## src/rtl/alu_add_arbiter.sv

```systemverilog
// alu_add_arbiter: two-requester arbiter in front of a registered adder.
// Each grant captures the winner's operands. One cycle later the zero-extended
// sum is registered, and the result is then held with res_valid_o until the
// consumer accepts it.
// Optional feature: define ALU_ARB_ROUND_ROBIN_EN for round-robin arbitration.
// When it is undefined, requester 0 has fixed priority.
module alu_add_arbiter #(
    parameter int DATA_W = 4,
    parameter int SUM_W  = 8
) (
    input  logic              clk,
    input  logic              rst_n,
    input  logic [1:0]        req_i,
    input  logic [DATA_W-1:0] a0_i,
    input  logic [DATA_W-1:0] b0_i,
    input  logic [DATA_W-1:0] a1_i,
    input  logic [DATA_W-1:0] b1_i,
    output logic [1:0]        gnt_o,
    output logic              busy_o,
    output logic              res_valid_o,
    input  logic              res_ready_i,
    output logic [SUM_W-1:0]  res_o,
    output logic              res_id_o
);

    typedef enum logic [1:0] {
        IDLE = 2'd0,
        CALC = 2'd1,
        DONE = 2'd2
    } state_t;

    state_t            state;
    state_t            state_nxt;
    logic [DATA_W-1:0] a_q;
    logic [DATA_W-1:0] b_q;
    logic              id_q;
    logic              last_q;
    logic [SUM_W-1:0]  res_q;
    logic              win;
    logic [1:0]        gnt;

    // Winner selection among the live request bits.
    always_comb begin
        win = 1'b0;
        case (req_i)
            2'b10:   win = 1'b1;
`ifdef ALU_ARB_ROUND_ROBIN_EN
            2'b11:   win = ~last_q;
`else
            // The pointer is tracked but does not steer the fixed-priority choice.
            2'b11:   win = 1'b0 & last_q;
`endif
            default: win = 1'b0;
        endcase
    end

    // Next-state and grant decode.
    always_comb begin
        state_nxt = state;
        gnt       = '0;
        case (state)
            IDLE: begin
                if (|req_i) begin
                    gnt       = win ? 2'b10 : 2'b01;
                    state_nxt = CALC;
                end
            end
            CALC:    state_nxt = DONE;
            DONE:    if (res_ready_i) state_nxt = IDLE;
            default: state_nxt = IDLE;
        endcase
    end

    // State register.
    always_ff @(posedge clk or negedge rst_n) begin
        if (!rst_n) state <= IDLE;
        else        state <= state_nxt;
    end

    // Operand, owner and pointer capture on grant; sum registered in CALC.
    always_ff @(posedge clk or negedge rst_n) begin
        if (!rst_n) begin
            a_q    <= '0;
            b_q    <= '0;
            id_q   <= 1'b0;
            last_q <= 1'b1;
            res_q  <= '0;
        end else begin
            if (state == IDLE && |req_i) begin
                a_q    <= win ? a1_i : a0_i;
                b_q    <= win ? b1_i : b0_i;
                id_q   <= win;
                last_q <= win;
            end
            if (state == CALC)
                res_q <= SUM_W'(a_q) + SUM_W'(b_q);
        end
    end

    // The grant is combinational from req_i, so it is also forced low while reset is held.
    assign gnt_o       = rst_n ? gnt : '0;
    assign busy_o      = (state != IDLE);
    assign res_valid_o = (state == DONE);
    assign res_o       = res_q;
    assign res_id_o    = id_q;

endmodule

```

## config.mk

```make
export PLATFORM = sky130hd
export DESIGN_NAME = alu_add_arbiter
export DESIGN_NICKNAME = d
export VERILOG_FILES = /design/src/rtl/alu_add_arbiter.sv
export SDC_FILE = /design/constraint.sdc
export NUM_CORES = 1
export LEC_CHECK = 0
export BUFFER_PORTS_ARGS = -buffer_cell sky130_fd_sc_hd__buf_4
export CORE_UTILIZATION = 43
export DETAILED_ROUTE_END_ITERATION = 10
export PLACE_DENSITY = 0.7
export SYNTH_ARGS = -nofsm -noshare
export SYNTH_HDL_FRONTEND = slang
export SYNTH_SLANG_ARGS = --single-unit
```

## constraint.sdc

```tcl
create_clock -name clk -period 1.5 [get_ports clk]
set_clock_uncertainty 0.1 [all_clocks]
set_input_delay 0.3 -clock clk [delete_from_list [all_inputs] [get_ports clk]]
set_output_delay 0.3 -clock clk [all_outputs]
set_load 0.01 [all_outputs]
```

[Word level (Yosys, flattened, before mapping)]
Cells that the tools add are included.
W data, S select, Z words.
Cells by class
  add/sub/neg operators: 1
  multiply operators: 0
  divide/modulo/power cells: 0
  magnitude comparators: 0
  eq/ne operators: 5
  shift operators: 0
  muxes and demuxes: 10
  bitwise operators: 0
  reductions and logical operators: 5
Operators by type and width (number)
  $mux W2: 6
  $mux W4: 2
  $pmux W2 S3: 1
  $add A4 B4 Y5: 1
  $eq A2 B2 Y1 const B: 2
  $ne A2 B1 Y1 const B: 2
  $eq A2 B1 Y1 const B: 1
  $logic_not A2 Y1: 1
  $reduce_and A2 Y1: 1
  $reduce_bool A2 Y1: 1
  $reduce_or A2 Y1: 1
  $logic_and A1 B1 Y1: 1
  $mux W1: 1
Storage, ports and cells
  register bits: 19
  latch bits: 0
  memory bits (writable): 0
  bits in read-only memories: 0
  input bits: 21
  output and inout bits: 13
  word-level logic and storage cells: 26
  memories: 0

[Longest topological paths before layout]
Gate-level depths: netlist (run 1).
  depth after elaboration: 6
  gate-level depth with buffers: 5
  gate-level depth less buffers: 5

[Worst setup path before layout (run 1)]
No wires, ideal clock.
  path kind: register -> register
  start point: register a_q[0]
  end point: register res_q[4], in the netlist res_o[4]
  library setup time: 0.126 ns
  arrival time: 1.302 ns
  required time: 1.274 ns
  slack: -0.028 ns
  cell stages (with the launch flop): 6
  buffers on the path: 0
  period minus slack after synthesis: 1.528 ns
  cell sequence: dfrtp_1 -> ha_1 -> fa_1 -> a21o_1 -> a21oi_1 -> o21ai_0
On the way
  cells in the longest elaborated chain, start to end: 1
RTL lines
  from (decl): line 34  | logic [DATA_W-1:0] a_q;
  from (signal assigned): line 90  | a_q <= win ? a1_i : a0_i;
  $add A4 B4 Y5: line 96  | res_q <= SUM_W'(a_q) + SUM_W'(b_q);
  to (signal assigned): line 96
  to (decl): line 38  | logic [SUM_W-1:0] res_q;
Every way passes these cells.
A chain may end at the register's enable or synchronous reset.

[Final worst setup path (run 1)]
  start point: register state[1]
  end point: output gnt_o[0]
On the way
  cells in the longest elaborated chain, start to end: 3
RTL lines
  from (decl): line 32  | state_t state;
  from (signal assigned): line 77  | else state <= state_nxt;
  $logic_not A2 Y1: line 61  | case (state)
  $mux W2: line 61
  $mux W2: line 101  | assign gnt_o = rst_n ? gnt : '0;
  to (decl): line 18  | output logic [1:0] gnt_o,
Every way passes these cells.

==> results of run 1 <==
critical path: cells and delay by family (launching register included):
family,cells,cell delay (ns)
buffers and inverters,2,0.21
flip-flops,1,0.40
AND/OR/NAND/NOR,2,0.32
power by group through the flow:
stage                     logic (uW)  registers, uW  clock network, uW
after floorplan                  794            819                  0
after global placement          1280            805                  0
after detailed placement        1320            816                  0
after CTS                       1490            797                298
after global routing            1970            830                315
final                           1810            804                292
cell type report:
type	instances	area, um^2	share of cell area (%)
inverter	2	7.51	0.537
sequential	16	400	28.6
tap	27	33.8	2.42
multi-input combinational	50	508	36.3
clock buffer	4	36.3	2.60
timing repair buffer	49	412	29.5
repair_timing:
| item | CTS | global route |
|---|---|---|
| pin swaps | 5 | 2 |
| endpoints found under the setup margin | 7 | 16 |
| hold buffers | 1 | 0 |
| setup buffers | 5 | 4 |
| gates cloned | 0 | 1 |
| hold endpoints to repair | 16 | 0 |
| resized for setup | 7 | 12 |
layer usage:
layer	GRT usage (%)	vias up	part of all wire (%)
met5	0	-	0
met4	8.33	0	1.1
met3	3.40	3	4.8
met2	33.4	28	52
li1	-	347	-
met1	18.9	367	42
worst max-delay path by stage:
stage,slack [ns],to,from
after global placement,-0.06,res_o[4],a_q[0]
final,-0.13,gnt_o[0],state[1]
after CTS,-0.13,gnt_o[0],state[0]
after detailed placement,-0.08,res_o[4],a_q[0]
after global routing,-0.19,gnt_o[1],state[1]
after floorplan,0.02,res_o[4],a_q[0]
sequential cells by signal, summed over array words and instances, names as in the netlist:
signal	count
res_id_o	1
state	2
res_o	5
a_q	4
b_q	4
layout by cell type (no fill, tap or decap), types with 3 or more instances in the layout:
cell type,instances
clkbuf_4,3
conb_1,3
ha_1,3
dfrtp_1,16
a21oi_1,4
buf_6,3
mux2_2,10
buf_4,43
mux2_4,8
metrics by stage:
stage                     area (um^2)  setup slack (ns)  cells
after global placement           1190           -0.0649    134
after floorplan                   906            0.0212     74
after global routing             1400            -0.191    148
final                            1400            -0.129    148
after detailed placement         1190           -0.0768    134
after CTS                        1300            -0.125    144
cells by family (layout without fill, tap and decap cells):
kind of cell             count (synthesis)  in the layout  share of synthesized area [%]
AO/OA/AOI/OAI                           10             10                           6.56
XOR/XNOR                                 1              1                          0.978
adder cells (fa/ha/maj)                  5              5                           7.82
buffers and inverters                    8             55                           6.70
flip-flops                              16             16                           44.7
multiplexers                            18             18                           22.6
other                                    1              3                          0.419
AND/OR/NAND/NOR                         13             13                           10.2
==> impl_metrics.env, run 1 <==
export IMPL_finalSetupViolCount=6
export IMPL_drt_iter0_drc=4
export IMPL_gr_total_overflow=0
export IMPL_internal_power_uw=1940
export IMPL_critPathKind="reg -> out"
export IMPL_diodes=0
export IMPL_track_usage_pct=17.7
export IMPL_vias_per_cell=5.03
export IMPL_area_growth_pct=56.0
export IMPL_fmax_mhz=614
export IMPL_cts_sink_count=16
export IMPL_clock_latency_ns=0.29
export IMPL_grt_pass1_vias=663
export IMPL_max_cap_viol_count=0
export IMPL_initial_core_util_pct=45.7
export IMPL_ant_nets=0
export IMPL_power_frac_seq_pct=27.7
export IMPL_drv_slew=0
export IMPL_synth_cells=72
export IMPL_seq_area_frac_synth_pct=44.7
export IMPL_grt_max_degree=10
export IMPL_p_clk_share_pct=10.1
export IMPL_tritoncts="built"
export IMPL_synth_most_common_cell="mux2_2"
export IMPL_avgSynthCellArea_um2=12.4
export IMPL_vias=745
export IMPL_die_w_um=47.6
export IMPL_worstPathRequired_ns=1.10
export IMPL_core_area_um2=1960
export IMPL_power_density_nw_per_um2=2080
export IMPL_p_comb_share_pct=62.2
export IMPL_period_needed_ns=1.63
export IMPL_hp_start="res_ready_i"
export IMPL_p_leak_uw=0.000697
export IMPL_portBuffers=30
export IMPL_worstReg2RegStart="b_q[0]"
export IMPL_reg2reg_depth=5
export IMPL_path_cells="nor2_2, buf_6, and3_4, buf_6"
export IMPL_sw_frac_of_total_pct=33.2
export IMPL_crit_slowest_cell="dfrtp_1"
export IMPL_io_pins=34
export IMPL_rsz0062_at_grt="yes"
export IMPL_die_area_um2=2270
export IMPL_p_total_uw=2900
export IMPL_holdWs_ns=0.0953
export IMPL_detail_route_first_pass_iterations=2
export IMPL_status="finished, violations left"
export IMPL_grt_antenna_before_repair=0
export IMPL_peakVddDrop_v=0.00121
export IMPL_failed_checks="setup timing"
export IMPL_cp_arrival_ns=1.23
export IMPL_fin_ws_ns=-0.129
export IMPL_synth_cell_types=25
export IMPL_yosys_register_bits=16
export IMPL_cp_start_kind="flip-flop"
export IMPL_hp_class="in -> reg"
export IMPL_synth_area_um2=896
export IMPL_reg2reg_to="res_o[4]"
export IMPL_drt_wirelength_per_cell_um=13.0
export IMPL_async_flop_share_pct=100
export IMPL_min_period_over_period_pct=109
export IMPL_fin_nets=148
export IMPL_synthTopCellsByCount="mux2_2 (18), dfrtp_1 (16), a21oi_1 (4), buf_4 (4), ha_1 (4)"
export IMPL_dp_final_hpwl_um=1310
export IMPL_htreeDepth=1
export IMPL_synth_edf_count=0
export IMPL_drive_gt1_share_pct=64.5
export IMPL_synth_top_area_cell="dfrtp_1"
export IMPL_fill_cells=152
export IMPL_clockRootBuffer="clkbuf_4"
export IMPL_fin_setup_tns_ns=-0.446
export IMPL_drc_errors=0
export IMPL_rows=16
export IMPL_synth_flop_cell="dfrtp_1"
export IMPL_grt_pass1_wl_um=2690
export IMPL_ff2ff_setup_slack_ns=-0.05
export IMPL_cts_buffers=3
export IMPL_gp_congestion=0.720
export IMPL_finalHoldViolCount=0
export IMPL_synth_top_cell_area_share_pct=44.7
export IMPL_finalCoreUtilization_pct=71.2
export IMPL_critPathCaptureType="output port"
export IMPL_cts_buffer_depth=2
export IMPL_p_switching_uw=964
export IMPL_synth_area_leaders="dfrtp_1 (45%), mux2_2 (23%), ha_1 (5.6%), buf_4 (3.4%), buf_6 (2.5%)"
export IMPL_path_max_fanout=4
export IMPL_path_common_cell="buf_6"
export IMPL_min_to="state[1]"
export IMPL_ys_warn_count=0
export IMPL_fp_dieH_um=47.6
export IMPL_wirelength_um=1920
export IMPL_cts_clk_slew_worst_paths_ns=0.09
export IMPL_slowest_delay_ns=0.40
export IMPL_worst_hold_path_num_cells=2
Note: power is estimated with default switching activity, not from simulation.
==> run 2: changes to the inputs <==
- CORE_UTILIZATION: 43 -> 51
- PLACE_DENSITY: 0.7 -> 0.79
- clock period: 1.5 -> 2 ns (I/O delays scaled with it)
==> run 2 against run 1 <==
  * Sequential power down 25%
  * Combinational power down 50%
  * Non-clock buffer count down 16
  * The flow finishes with violations (DRC)
  * Sequential share of layout area up 5.9 points
  * Critical path type unchanged
  * Count of clock-buffer cells in the layout unchanged
  * Hold slack better by 0.092 ns
  * Clock power down 27%
  * Die area down 15%
==> impl_metrics.env, run 2 (synthesis results as in run 1) <==
export IMPL_p_total_uw=1710
export IMPL_critPathKind="reg -> out"
export IMPL_min_period_over_period_pct=91.1
export IMPL_reg2reg_depth=5
export IMPL_ff2ff_setup_slack_ns=0.34
export IMPL_p_switching_uw=615
export IMPL_diodes=0
export IMPL_post_cts_buffers=0
export IMPL_max_cap_viol_count=0
export IMPL_slowest_delay_ns=0.43
export IMPL_cts_sink_count=16
export IMPL_failed_checks="DRC"
export IMPL_track_usage_pct=21.5
export IMPL_cp_start_kind="flip-flop"
export IMPL_power_density_nw_per_um2=1480
export IMPL_cts_clk_slew_worst_paths_ns=0.09
export IMPL_fmax_mhz=549
export IMPL_gr_total_overflow=0
export IMPL_drc_errors=2
export IMPL_min_to="state[1]"
export IMPL_finalSetupViolCount=0
export IMPL_grt_pass1_vias=702
export IMPL_core_area_um2=1580
export IMPL_wirelength_um=1750
export IMPL_place_inst=116
export IMPL_clock_latency_ns=0.29
export IMPL_layout_commonest_cell="buf_4"
export IMPL_worstReg2RegStart="b_q[0]"
export IMPL_hp_class="in -> reg"
export IMPL_p_leak_uw=0.000566
export IMPL_power_frac_seq_pct=35.2
export IMPL_grt_max_degree=17
export IMPL_vias_per_cell=5.59
export IMPL_drive_gt1_share_pct=52.4
export IMPL_critPathCaptureType="output port"
export IMPL_drt_iter0_drc=12
export IMPL_p_clk_share_pct=12.5
export IMPL_drt_wirelength_per_cell_um=14.5
export IMPL_cts_buffer_depth=2
export IMPL_status="finished, violations left"
export IMPL_reg2reg_to="res_o[4]"
export IMPL_portBuffers=30
export IMPL_fp_dieH_um=43.9
export IMPL_tightest_slew_ns=0.718
export IMPL_period_needed_ns=1.82
export IMPL_rsz0062_at_grt="no"
export IMPL_p_comb_share_pct=52.3
export IMPL_io_pins=34
export IMPL_slew_headroom_pct=52.0
export IMPL_sw_frac_of_total_pct=36.0
export IMPL_grt_antenna_before_repair=0
export IMPL_path_cells="nor2_1, buf_4, and3_1, buf_4"
export IMPL_finalHoldViolCount=0
export IMPL_crit_family="flip-flops"
export IMPL_crit_slowest_cell="dfrtp_1"
export IMPL_worst_hold_path_num_cells=2
export IMPL_clockRootBuffer="clkbuf_4"
export IMPL_drv_slew=0
export IMPL_internal_power_uw=1100
export IMPL_final_cell_mix="buf_4 (32), mux2_2 (18), dfrtp_1 (16)"
export IMPL_ctsResizeCount=0
export IMPL_ant_nets=0
export IMPL_dpl_cell_area_um2=1110
export IMPL_cts_buffers=3
export IMPL_grt_pass1_wl_um=2930
export IMPL_worstPathRequired_ns=1.50
export IMPL_fin_setup_tns_ns=0
export IMPL_vias=676
export IMPL_fin_cells=121
export IMPL_path_max_fanout=5
export IMPL_fin_nets=132
export IMPL_crit_buf_inv=2
export IMPL_dp_final_hpwl_um=1310
export IMPL_peakVddDrop_v=0.000808
export IMPL_path_common_cell="buf_4"
export IMPL_die_area_um2=1930
export IMPL_cp_arrival_ns=1.32
export IMPL_initial_core_util_pct=56.8
export IMPL_largest_reg_flops=5
export IMPL_hp_start="res_ready_i"
export IMPL_gp_congestion=0.674
export IMPL_tritoncts="built"
export IMPL_rows=14
export IMPL_detail_route_first_pass_iterations=7
export IMPL_die_w_um=43.9
export IMPL_fin_area_um2=1160
export IMPL_area_growth_pct=29.2
export IMPL_htreeDepth=1
run 2: cell types whose count changed in the layout (fill, tap and decap cells not counted), sizes merged:
cell,change
clkbuf,-1
buf,-15
run 2: power groups by stage:
stage	Combinational, uW	Sequential (uW)	Clock, uW
floorplan	592	612	0
global placement	857	605	0
detailed placement	890	612	0
CTS	897	605	221
global route	984	630	233
finish	896	602	214
run 2: how the worst max path moves through the flow:
stage / startpoint / endpoint / slack [ns] / cells after the start
floorplan: a_q[0] / res_o[4] / 0.47 / 5
global placement: req_i[0] / a_q[0] / 0.35 / 5
detailed placement: req_i[0] / b_q[0] / 0.32 / 5
CTS: state[1] / gnt_o[0] / 0.17 / 4
global route: state[1] / gnt_o[1] / 0.08 / 4
finish: state[1] / gnt_o[0] / 0.18 / 4
run 2: final cells by class:
cell class / count / area (um^2)
multi-input combinational: 50 / 443
fill: 109 / 419
sequential: 16 / 400
timing repair buffer: 33 / 250
clock buffer: 4 / 36.3
tap: 16 / 20.0
inverter: 2 / 7.51
run 2: repair_timing:
item                                    CTS  global route
endpoints found under the setup margin    0             0
hold endpoints to repair                 16             0
hold buffers                              1             0
run 2: layer usage:
layer | share of wire [%] | vias to the layer above | wire length [um] | global-route usage (%)
met5 | 0 | - | 0 | 0
met4 | 1.9 | 0 | 34 | 12.1
met3 | 3.8 | 5 | 66 | 2.50
met2 | 53 | 22 | 926 | 37.3
met1 | 41 | 331 | 724 | 25.8
li1 | - | 318 | - | -
run 2: worst register-to-register path: cells and delay by family (launching register included):
kind / cells / cell delay [ns]
adder cells (fa/ha/maj): 2 / 0.63
AO/OA/AOI/OAI: 3 / 0.41
flip-flops: 1 / 0.40
run 2: stage by stage:
stage               setup WS [ns]  utilization (%)  hold WS [ns]
floorplan                   0.472                -       0.00441
global placement            0.353             70.5         0.174
detailed placement          0.318             70.5         0.177
CTS                         0.169             73.4         0.182
global route               0.0837             73.4         0.193
finish                      0.178             73.4         0.187
==> run 3: changes to the inputs <==
- CAP_MARGIN: default -> 20
- CORE_UTILIZATION: 51 -> 50
- CTS_BUF_LIST: default -> sky130_fd_sc_hd__clkbuf_2
- PLACE_DENSITY: 0.79 -> 0.77
- clock period: 2 -> 1.74 ns (I/O delays scaled with it)
==> run 3 against run 2 <==
  * The flow finishes with violations (setup timing)
  * Routed wire length rose by 6.7%
  * Via count down 0.89%
  * Worst setup slack got worse by 0.23 ns
  * Highest routed layer unchanged
  * Clock power fell by 26%
  * Non-clock buffer count increased by 5
  * Largest cell class unchanged
  * Global-route usage grew 0.61 points
  * Sequential cell count is the same
  * Utilization grew 1.8 points
==> impl_metrics.env, run 3 (synthesis results as in run 1) <==
export IMPL_status="finished, violations left"
export IMPL_failed_checks="setup timing"
export IMPL_finalCoreUtilization_pct=75.2
export IMPL_largest_reg_flops=5
export IMPL_internal_power_uw=1250
export IMPL_holdWs_ns=0.118
export IMPL_place_ws_ns=0.105
export IMPL_fill_cells=116
export IMPL_dp_final_hpwl_um=1290
export IMPL_cp_start_kind="flip-flop"
export IMPL_p_clk_share_pct=8.1
export IMPL_fin_area_um2=1200
export IMPL_cts_sink_count=16
export IMPL_cp_arrival_ns=1.34
export IMPL_grt_max_degree=17
export IMPL_cts_buffers=3
export IMPL_multi_input_area_um2=450
export IMPL_drive_gt1_share_pct=56.0
export IMPL_htreeDepth=1
export IMPL_track_usage_pct=22.1
export IMPL_peakVddDrop_v=0.00107
export IMPL_drt_wirelength_per_cell_um=14.0
export IMPL_hp_class="in -> reg"
export IMPL_detail_route_first_pass_iterations=4
export IMPL_register_area_um2=400
export IMPL_tritoncts="built"
export IMPL_rows=14
export IMPL_worstPathRequired_ns=1.29
export IMPL_drc_errors=0
export IMPL_power_frac_seq_pct=35.0
export IMPL_drv_slew=0
export IMPL_cts_clk_slew_worst_paths_ns=0.14
export IMPL_die_w_um=44.3
export IMPL_area_growth_pct=33.8
export IMPL_use_met2_pct=38.2
export IMPL_die_area_um2=1970
export IMPL_clock_latency_ns=0.29
export IMPL_top_usage_layer="met2"
export IMPL_cts_buffer_depth=2
export IMPL_slew_headroom_pct=51.5
export IMPL_portBuffers=30
export IMPL_p_total_uw=1950
export IMPL_p_switching_uw=707
export IMPL_p_comb_share_pct=56.8
export IMPL_clockRootBuffer="clkbuf_2"
export IMPL_fp_dieH_um=44.3
export IMPL_grt_antenna_before_repair=0
export IMPL_finalHoldViolCount=0
export IMPL_final_cell_mix="buf_4 (35), mux2_2 (18), dfrtp_1 (16)"
export IMPL_gr_total_overflow=0
export IMPL_fmax_mhz=559
export IMPL_drt_iter0_drc=6
export IMPL_layout_commonest_cell="buf_4"
export IMPL_met1_usage_pct=25.0
export IMPL_fin_ws_ns=-0.0502
export IMPL_critPathKind="reg -> out"
export IMPL_grt_pass1_wl_um=2960
export IMPL_max_cap_viol_count=0
export IMPL_path_max_fanout=5
export IMPL_finalSetupViolCount=2
export IMPL_sw_frac_of_total_pct=36.2
export IMPL_tightest_slew_ns=0.725
export IMPL_power_density_nw_per_um2=1630
export IMPL_gp_congestion=0.740
export IMPL_io_pins=34
export IMPL_grt_pass1_vias=644
export IMPL_dpl_cell_area_um2=1140
export IMPL_vias=670
export IMPL_diodes=0
export IMPL_vias_per_cell=5.04
export IMPL_wirelength_um=1870
export IMPL_core_area_um2=1590
export IMPL_initial_core_util_pct=56.2
export IMPL_period_needed_ns=1.79
export IMPL_ant_nets=0
export IMPL_critPathCaptureType="output port"
export IMPL_fin_nets=137
export IMPL_p_leak_uw=0.000582
export IMPL_min_period_over_period_pct=103
export IMPL_met3_usage_pct=8.57
## run 3: cell types whose count changed in the layout (fill, tap and decap cells not counted), moves of 2 or more
cell,before,now
buf_4,32,35
clkbuf_2,0,3
clkbuf_4,3,0
buf_6,0,2
## run 3: path summary, 6_finish.rpt
kind                             start       end  slack (ns)  depth (start not counted)
min                        res_ready_i  state[1]        0.12                          2
max reg2reg                   state[0]    a_q[3]        0.09                          4
max in group asynchronous        rst_n    b_q[3]        0.53                          2
min reg2reg                   res_o[2]  res_o[2]        0.39                          2
min in group asynchronous        rst_n  res_id_o        0.54                          2
max                           state[0]  gnt_o[0]       -0.05                          4
## run 3: repair_timing
item	4_1_cts	5_1_grt
hold endpoints to repair	16	0
hold buffers	1	0
setup endpoints to repair	2	2
setup buffers	2	1
resized for setup	0	4
pin swaps	0	1
## run 3: power by group through the flow
stage | sequential, uW | combinational (uW) | clock, uW
after detailed placement | 704 | 1020 | 0
after CTS | 683 | 1070 | 161
after global routing | 704 | 1230 | 172
after global placement | 693 | 998 | 0
final | 684 | 1110 | 159
after floorplan | 704 | 681 | 0
## run 3: critical path: stages, from the launching register on
cell and delay (ns):
dfrtp_1 0.42, nor2_2 0.16, buf_6 0.13, and3_1 0.20
buf_4 0.13
## run 3: routing by layer
metal / routed length (um) / vias to the layer above
li1: - / 329
met1: 759 / 308
met2: 963 / 29
met3: 102 / 4
met4: 42 / 0
met5: 0 / -
## run 3: layout make-up
type                    count  share of cell area [%]
flip-flops and latches     16                    33.4
repair buffers             38                    24.6
multi-input cells          50                    37.6
inverters                   2                   0.626
clock buffers               3                    1.25
well taps                  24                    2.51
## run 3: through the flow
stage / setup TNS (ns) / cells
floorplan: 0 / 74
global placement: 0 / 126
detailed placement: 0 / 126
CTS: 0 / 132
global route: -0.147 / 133
finish: -0.0678 / 133
